==> src/rtl/spi_rx_regbank.sv <==
// spi_rx_regbank: receive end of the test-pattern SPI link.
// Oversamples spi_clk / spi_in / spi_en on sys_clk. Deserialises MSB-first
// WORD_W-bit words and groups WORDS_PER_SET words (A, B, C, Corr) into one
// coefficient set. Each completed set is presented with a one-cycle strobe.
//
// Ports:
//   sys_clk, rst_n      system clock, synchronous active-low reset
//   spi_clk, spi_in     raw SPI clock and serial data (asynchronous)
//   spi_en              raw active-low transfer enable (1 = idle)
//   reg_a..reg_corr     last committed set
//   set_idx             index of the last committed set (wraps 3->0)
//   set_valid           one-cycle pulse when a set is committed
//   frame_err           one-cycle pulse when a transfer aborts mid-word/mid-set
//   busy                synchronised transfer-in-progress flag
module spi_rx_regbank #(
  parameter int unsigned WORD_W        = 16,
  parameter int unsigned WORDS_PER_SET = 4,
  parameter int unsigned SYNC_STAGES   = 2
) (
  input  logic              sys_clk,
  input  logic              rst_n,
  input  logic              spi_clk,
  input  logic              spi_in,
  input  logic              spi_en,
  output logic [WORD_W-1:0] reg_a,
  output logic [WORD_W-1:0] reg_b,
  output logic [WORD_W-1:0] reg_c,
  output logic [WORD_W-1:0] reg_corr,
  output logic [1:0]        set_idx,
  output logic              set_valid,
  output logic              frame_err,
  output logic              busy
);

  localparam int unsigned BitCntW   = $clog2(WORD_W);
  localparam int unsigned WordCntW  = $clog2(WORDS_PER_SET);
  localparam int unsigned NumShadow = WORDS_PER_SET - 1;

  typedef enum logic [0:0] {StIdle, StShift} state_e;

  // Synchronisers: equal depth keeps data aligned with its clock edge.
  logic [SYNC_STAGES-1:0] clk_sync_q, clk_sync_d;
  logic [SYNC_STAGES-1:0] in_sync_q, in_sync_d;
  logic [SYNC_STAGES-1:0] en_sync_q, en_sync_d;
  logic                   spi_clk_s, spi_in_s, spi_en_s;
  logic                   clk_prev_q, clk_prev_d;

  state_e state_q, state_d;
  logic   bit_stb, shift_en, abort;

  logic [WORD_W-1:0]                  shift_q, shift_d, word_full;
  logic [BitCntW-1:0]                 bit_cnt_q, bit_cnt_d;
  logic [WordCntW-1:0]                word_cnt_q, word_cnt_d;
  logic [NumShadow-1:0][WORD_W-1:0]   shadow_q, shadow_d;
  logic [1:0]                         set_cnt_q, set_cnt_d;
  logic                               word_done, set_done;

  logic [WORD_W-1:0] reg_a_q, reg_a_d, reg_b_q, reg_b_d;
  logic [WORD_W-1:0] reg_c_q, reg_c_d, reg_corr_q, reg_corr_d;
  logic [1:0]        set_idx_q, set_idx_d;
  logic              set_valid_q, set_valid_d;
  logic              frame_err_q, frame_err_d;

  always_comb begin
    clk_sync_d = {clk_sync_q[SYNC_STAGES-2:0], spi_clk};
    in_sync_d  = {in_sync_q[SYNC_STAGES-2:0], spi_in};
    en_sync_d  = {en_sync_q[SYNC_STAGES-2:0], spi_en};
    clk_prev_d = spi_clk_s;
  end

  assign spi_clk_s = clk_sync_q[SYNC_STAGES-1];
  assign spi_in_s  = in_sync_q[SYNC_STAGES-1];
  assign spi_en_s  = en_sync_q[SYNC_STAGES-1];
  assign bit_stb   = spi_clk_s & ~clk_prev_q;

  // FSM: state register
  always_ff @(posedge sys_clk) begin
    if (!rst_n) begin
      state_q <= StIdle;
    end else begin
      state_q <= state_d;
    end
  end

  // FSM: next state
  always_comb begin
    state_d = state_q;
    unique case (state_q)
      StIdle:  if (!spi_en_s) state_d = StShift;
      StShift: if (spi_en_s)  state_d = StIdle;
      default: state_d = StIdle;
    endcase
  end

  // FSM: outputs. Shifting keys off the live enable so the first bit after
  // the enable falls is not lost; a clock edge coinciding with the enable
  // rising is treated as idle.
  always_comb begin
    shift_en = bit_stb & ~spi_en_s;
    abort    = (state_q == StShift) & spi_en_s;
  end

  // Datapath next state
  always_comb begin
    word_full   = {shift_q[WORD_W-2:0], spi_in_s};
    word_done   = shift_en && (bit_cnt_q == BitCntW'(WORD_W - 1));
    set_done    = word_done && (word_cnt_q == WordCntW'(WORDS_PER_SET - 1));

    shift_d     = shift_q;
    bit_cnt_d   = bit_cnt_q;
    word_cnt_d  = word_cnt_q;
    shadow_d    = shadow_q;
    set_cnt_d   = set_cnt_q;
    reg_a_d     = reg_a_q;
    reg_b_d     = reg_b_q;
    reg_c_d     = reg_c_q;
    reg_corr_d  = reg_corr_q;
    set_idx_d   = set_idx_q;
    set_valid_d = 1'b0;
    frame_err_d = 1'b0;

    if (abort) begin
      // Partial data is discarded; set counter and outputs are kept.
      frame_err_d = (bit_cnt_q != '0) || (word_cnt_q != '0);
      shift_d     = '0;
      bit_cnt_d   = '0;
      word_cnt_d  = '0;
      shadow_d    = '0;
    end else if (shift_en) begin
      shift_d   = word_full;
      bit_cnt_d = bit_cnt_q + 1'b1;
      if (word_done) begin
        bit_cnt_d = '0;
        if (set_done) begin
          // Last word bypasses the shadows and commits with the others.
          word_cnt_d  = '0;
          reg_a_d     = shadow_q[0];
          reg_b_d     = shadow_q[1];
          reg_c_d     = shadow_q[2];
          reg_corr_d  = word_full;
          set_idx_d   = set_cnt_q;
          set_cnt_d   = set_cnt_q + 2'd1;
          set_valid_d = 1'b1;
        end else begin
          shadow_d[word_cnt_q] = word_full;
          word_cnt_d           = word_cnt_q + 1'b1;
        end
      end
    end
  end

  always_ff @(posedge sys_clk) begin
    if (!rst_n) begin
      clk_sync_q  <= '0;
      in_sync_q   <= '0;
      en_sync_q   <= '1;  // enable resets to idle
      clk_prev_q  <= 1'b0;
      shift_q     <= '0;
      bit_cnt_q   <= '0;
      word_cnt_q  <= '0;
      shadow_q    <= '0;
      set_cnt_q   <= '0;
      reg_a_q     <= '0;
      reg_b_q     <= '0;
      reg_c_q     <= '0;
      reg_corr_q  <= '0;
      set_idx_q   <= '0;
      set_valid_q <= 1'b0;
      frame_err_q <= 1'b0;
    end else begin
      clk_sync_q  <= clk_sync_d;
      in_sync_q   <= in_sync_d;
      en_sync_q   <= en_sync_d;
      clk_prev_q  <= clk_prev_d;
      shift_q     <= shift_d;
      bit_cnt_q   <= bit_cnt_d;
      word_cnt_q  <= word_cnt_d;
      shadow_q    <= shadow_d;
      set_cnt_q   <= set_cnt_d;
      reg_a_q     <= reg_a_d;
      reg_b_q     <= reg_b_d;
      reg_c_q     <= reg_c_d;
      reg_corr_q  <= reg_corr_d;
      set_idx_q   <= set_idx_d;
      set_valid_q <= set_valid_d;
      frame_err_q <= frame_err_d;
    end
  end

  assign reg_a     = reg_a_q;
  assign reg_b     = reg_b_q;
  assign reg_c     = reg_c_q;
  assign reg_corr  = reg_corr_q;
  assign set_idx   = set_idx_q;
  assign set_valid = set_valid_q;
  assign frame_err = frame_err_q;
  assign busy      = ~spi_en_s;

endmodule

==> config.mk <==
export PLATFORM = sky130hd
export DESIGN_NAME = spi_rx_regbank
export DESIGN_NICKNAME = d
export VERILOG_FILES = /design/src/rtl/spi_rx_regbank.sv
export SDC_FILE = /design/constraint.sdc
export NUM_CORES = 1
export LEC_CHECK = 0
export CAP_MARGIN = 20
export CORE_ASPECT_RATIO = 2
export CORE_MARGIN = 5
export CORE_UTILIZATION = 55
export CTS_BUF_LIST = sky130_fd_sc_hd__clkbuf_8
export DETAILED_ROUTE_END_ITERATION = 10
export PLACE_DENSITY_LB_ADDON = 0.12
export SLEW_MARGIN = 15
export SYNTH_ARGS = -nofsm -noshare
export SYNTH_HDL_FRONTEND = slang
export SYNTH_SLANG_ARGS = --single-unit
==> constraint.sdc <==
create_clock -name sys_clk -period 4.2 [get_ports sys_clk]
set_input_delay 0.84 -clock sys_clk [delete_from_list [all_inputs] [get_ports sys_clk]]
set_output_delay 0.84 -clock sys_clk [all_outputs]
set_load 0.005 [all_outputs]
Yosys cells after proc, flatten, opt, wreduce, memory -nomap -nowiden
Index checks and enable logic that the tools add are counted.
- bits in registers: 147
- input port bits: 5
- output and inout port bits: 69
- word-level logic and storage cells: 55
- add/sub/neg operators: 3
- $lt $le $gt $ge: 2
- equal/unequal tests: 2
- multiplexer cells: 7
- bitwise logic cells: 10
- reduce and logical (&&, ||, !) cells: 12
- operators with widths (kind ; count):
    48-bit bitwise mux ; 1
    16-bit demux with 2-bit select ; 1
    16-bit two-way mux ; 1
    1-bit NOT ; 7
    2-bit by 1-bit adder with 2-bit output (second input constant) ; 2
    4-bit by 1-bit adder with 4-bit output (second input constant) ; 1
    4-bit equality test (second input constant) ; 1
    4-bit two-way mux ; 1
    2-bit AND reduction ; 2
    4-bit AND reduction ; 1
    4-bit nonzero test ; 1
    4-bit OR reduction ; 1
    1-bit AND ; 3
    1-bit logical AND ; 3
    2-bit by 3-bit < comparator with 1-bit output (second input constant) ; 1
    3-bit AND reduction ; 1
    2-bit equality test (second input constant) ; 1
    2-bit by 1-bit >= comparator with 1-bit output (second input constant) ; 1
    1-bit two-way mux ; 2
    2-bit two-way mux ; 1
    2-bit nonzero test ; 1
    2-bit OR reduction ; 1
    1-bit logical OR ; 1

Longest topological paths before layout
- word-level depth: 7
- gate-level depth with buffers: 7
- depth with buffers taken out: 4

Least setup slack after synthesis
No wires, ideal clock.
- path kind: input port to flip-flop
- start: in rst_n
- end: reg shadow_q[0] (netlist name)
- library setup time: 0.072 ns
- data arrival time: 1.826 ns
- data required time: 4.128 ns
- setup slack: 2.302 ns
- stages on the path: 6
- path buffers: 3
- cells stage by stage: buf_2 a21boi_0 buf_2 buf_1 nand2_1 mux2i_1
- word-level cells in the longest chain between the ends: 2
- ends and longest elaborated chain (element ; line ; text):
    start: declaration ; 21 ; input logic rst_n,
    1-bit NOT (no source line) ; - ;
    2-bit OR reduction (no source line) ; - ;
    end signal: assignment ; 178 ; shadow_q <= shadow_d;
    end: declaration ; 54 ; logic [NumShadow-1:0][WORD_W-1:0] shadow_q, shadow_d;
No other way between the ends.
A chain may end at the register's enable or synchronous reset.

Worst setup path after layout
- start: reg en_sync_q[1]
- end: reg reg_a_q[11] (netlist: reg_a[11])
- word-level cells in the longest chain between the ends: 5
- ends and longest elaborated chain (element ; line ; text):
    start: declaration ; 44 ; logic [SYNC_STAGES-1:0] en_sync_q, en_sync_d;
    start signal: assignment ; 173 ; en_sync_q <= en_sync_d;
    1-bit NOT ; 99 ; shift_en = bit_stb & ~spi_en_s;
    1-bit AND ; 99 ;
    1-bit logical AND ; 106 ; word_done = shift_en && (bit_cnt_q == BitCntW'(WORD_W - 1));
    1-bit logical AND ; 107 ; set_done = word_done && (word_cnt_q == WordCntW'(WORDS_PER_SET - 1));
    4-bit AND reduction (no source line) * ; - ;
    end signal: assignment ; 180 ; reg_a_q <= reg_a_d;
    end: declaration ; 58 ; logic [WORD_W-1:0] reg_a_q, reg_a_d, reg_b_q, reg_b_d;
Mark *: on every way between the ends. The rest lies on a longest branch, timed or not.

==> flow_summary.ini <==
[floorplan]
ios = 74
initial_core_util = 0.5590
die_h_microns = 153.6
dieArea_sq_mm = 0.01257
row_count = 52
core_area_sq_mm = 0.01015
die_x_microns = 81.82

[drt]
drt_drc_violations_left = 0
avgViaCountPerCell = 5.169
antenna_left = 0
vias = 4187
drt-total-wl_mm = 12.54
wire_per_inst_microns = 15.48
drtIter0Drc = 230
dr.pass1.iters = 4

[final_layout]
nFillCells = 846
layout-drive-gt1-share = 0.06222
nets = 674
area_growth_syn_to_layout_pct = 19.87
diodes = 0

[yosys]
ys_dominant_reg_cell = dfxtp_1
ys_ff_latch = 147
synthesis.area_sq_mm = 0.005674
ys_types = 32
synthTopCellsByArea = dfxtp_1, mux2i_1, nand2_1
synth-seq-area-share = 0.5186
syn_area_per_cell_sq_um = 9.363
synth-edff-count = 0
synth_commonest_cells = nand2_1, dfxtp_1, mux2i_1
yosys.area.top_type = dfxtp_1
synth_nets = 617
async_flop_share = 0
netlist_instances = 606
synth_most_common_cell = nand2_1
ys_warn_count = 0
yosys.area.top_type_share = 0.5186

[cts]
numCtsBuffers = 17
cts_tree = built
cts.sinks = 147
clk_path_buf_depth = 2
cts_root_buf = clkbuf_8
cts_resized = 0
postCtsSetupRepairBufs = 0
htree_num_levels = 4
holdBufCountCts = 0
clk-insertion-delay-late_ns = 0.45
path_clk_slew_ns = 0.07

[hold_path]
hold_path_class = flop to flop

[global_routing]
grt_pass1_vias = 4204
grt_usage = 0.2159
grt-ovfl-total = 0
antenna_found_initial = 0
grt_max_degree = 76
grt_pass1_wl_mm = 20.82

[setup_path]
worstRegToRegCells = 4
slowest_stage = nor2_4
cp-start-kind = flop
path_cells = nand4bb_1 -> nor2_4 -> buf_12 -> mux2i_1
crit_fanout = 48
path_class = flop to flop
r2r_slack_ns = 1.75
worstPathArrival_ns = 2.82
reg2reg_to = reg_a[11]
cp_slowest_stage_delay_ns = 0.75
cp-endpoint = reg_a[11]
rr_startpoint = en_sync_q[1]
crit_start = en_sync_q[1]
cp.required_ns = 4.56
crit_path_end_kind = flop

[job]
max_cap_violations = 0

[timing]
worst_pin_slew_ns = 1.163
timing.final.crit_share = 0.5842
fmax_ghz = 0.4075
slew_viol_final = 0
fin_skew_ns = 0.007902
min_period_ns = 2.454
rsz0062_at_grt = no
hold_violations = 0
holdWs_ns = 0.4155
fin_tns_setup_ns = 0
setup_viol = 0
relSlewSlack = 0.2211

[pwr]
vdd_drop_max_mv = 0.2888
p_sw_frac = 0.2198
p_int_w = 0.001935
power_w = 0.002480
p_leak_nw = 2.416
p_switching_w = 0.0005451
seqPwrFrac = 0.564
p_clk_frac = 0.417
power_frac_comb = 0.019
power.density_mw_per_mm2 = 364.7

[placement]
gp_congestion = 0.8309
hpwl_mm = 8.762
portBuffers = 73

[run_status]
status = completed
## worst min path at each step
| stage | startpoint | to | slack [ns] | depth (start not counted) |
|---|---|---|---|---|
| 6_report | en_sync_q[0] | en_sync_q[1] | 0.42 | 1 |
| 5_1_grt | en_sync_q[0] | en_sync_q[1] | 0.43 | 1 |
| 4_1_cts | en_sync_q[0] | en_sync_q[1] | 0.42 | 1 |
| 3_5_place_dp | en_sync_q[0] | en_sync_q[1] | 0.41 | 1 |
| 3_3_place_gp | en_sync_q[0] | en_sync_q[1] | 0.39 | 1 |
| 2_1_floorplan | en_sync_q[0] | en_sync_q[1] | 0.39 | 1 |
## cell type report
| class | instances | area [sq um] | area share |
|---|---|---|---|
| inverters | 7 | 26.28 | 0.003863 |
| flip-flops and latches | 147 | 2943 | 0.4327 |
| repair buffers | 81 | 815.8 | 0.1199 |
| well taps | 135 | 168.9 | 0.02483 |
| clock buffers | 18 | 247.7 | 0.03642 |
| multi-input cells | 409 | 2479 | 0.3644 |
| clock inverters | 13 | 121.4 | 0.01784 |
## state kept, by name (all words and copies together), names as in the netlist, 4 cells and up
name	flops
reg_b	16
bit_cnt_q	4
shift_q	15
reg_corr	16
shadow_q	48
reg_a	16
reg_c	16
## layout by cell type (no fill, tap or decap)
master,instances
nor3b_2,1
clkbuf_8,18
nand2b_1,4
a21boi_4,1
a311oi_1,1
clkinvlp_4,1
or3b_1,1
buf_4,6
clkinv_4,2
clkdlybuf4s50_1,72
o21ai_0,5
nor4b_4,1
buf_8,2
nand2_1,230
a21oi_1,22
nor2_1,2
or3_1,1
nand4bb_1,1
or4_1,2
dfxtp_1,147
clkinv_2,5
inv_1,10
nand3_1,2
nand4_1,1
mux2i_1,115
xnor2_1,1
bufinv_16,2
nor2_4,1
nand4b_1,2
and2_1,6
buf_12,1
a211oi_1,1
nor3_1,1
and4bb_2,1
ha_1,6
## worst max-delay path, delay by kind of cell, from the launching register on
kind | cells | cell delay [ns]
buffers and inverters | 1 | 0.40
DFF | 1 | 0.40
muxes | 1 | 0.25
and+or+nand+nor | 2 | 1.27
## per-stage QoR
stage / cell area, sq um / util / cells / worst slack [ns]
global placement: 6402 / 0.6308 / 777 / 1.671
global route: 6802 / 0.6701 / 810 / 1.573
floorplan: 5674 / - / 606 / 2.302
detailed placement: 6417 / 0.6323 / 778 / 1.650
CTS: 6787 / 0.6686 / 809 / 1.737
finish: 6802 / 0.6701 / 810 / 1.746
## kinds of logic (layout without fill, tap and decap cells)
kind of cell    Yosys count  in the layout  synth area share
compound gates           30             30           0.02801
xor+xnor                  1              1          0.001544
fa+ha+maj                 6              6           0.01323
buf+inv                  50            119           0.04741
flops                   147            147            0.5186
mux                     115            115            0.2029
simple gates            257            257            0.1883
## power by group through the flow
stage          logic [W]  clock network, W  registers, W
6_report       0.0000483           0.00103       0.00140
5_1_grt        0.0000531           0.00112       0.00140
4_1_cts        0.0000486           0.00106       0.00140
3_5_place_dp   0.0000483                 0       0.00143
3_3_place_gp   0.0000479                 0       0.00143
2_1_floorplan  0.0000371                 0       0.00143
## per-layer routing
metal,part of all wire,global-route usage
met5,0,0
met4,0.022,0.08003
met3,0.042,0.05562
met1,0.39,0.2382
met2,0.55,0.3840
(Power assumes the default switching activity.)
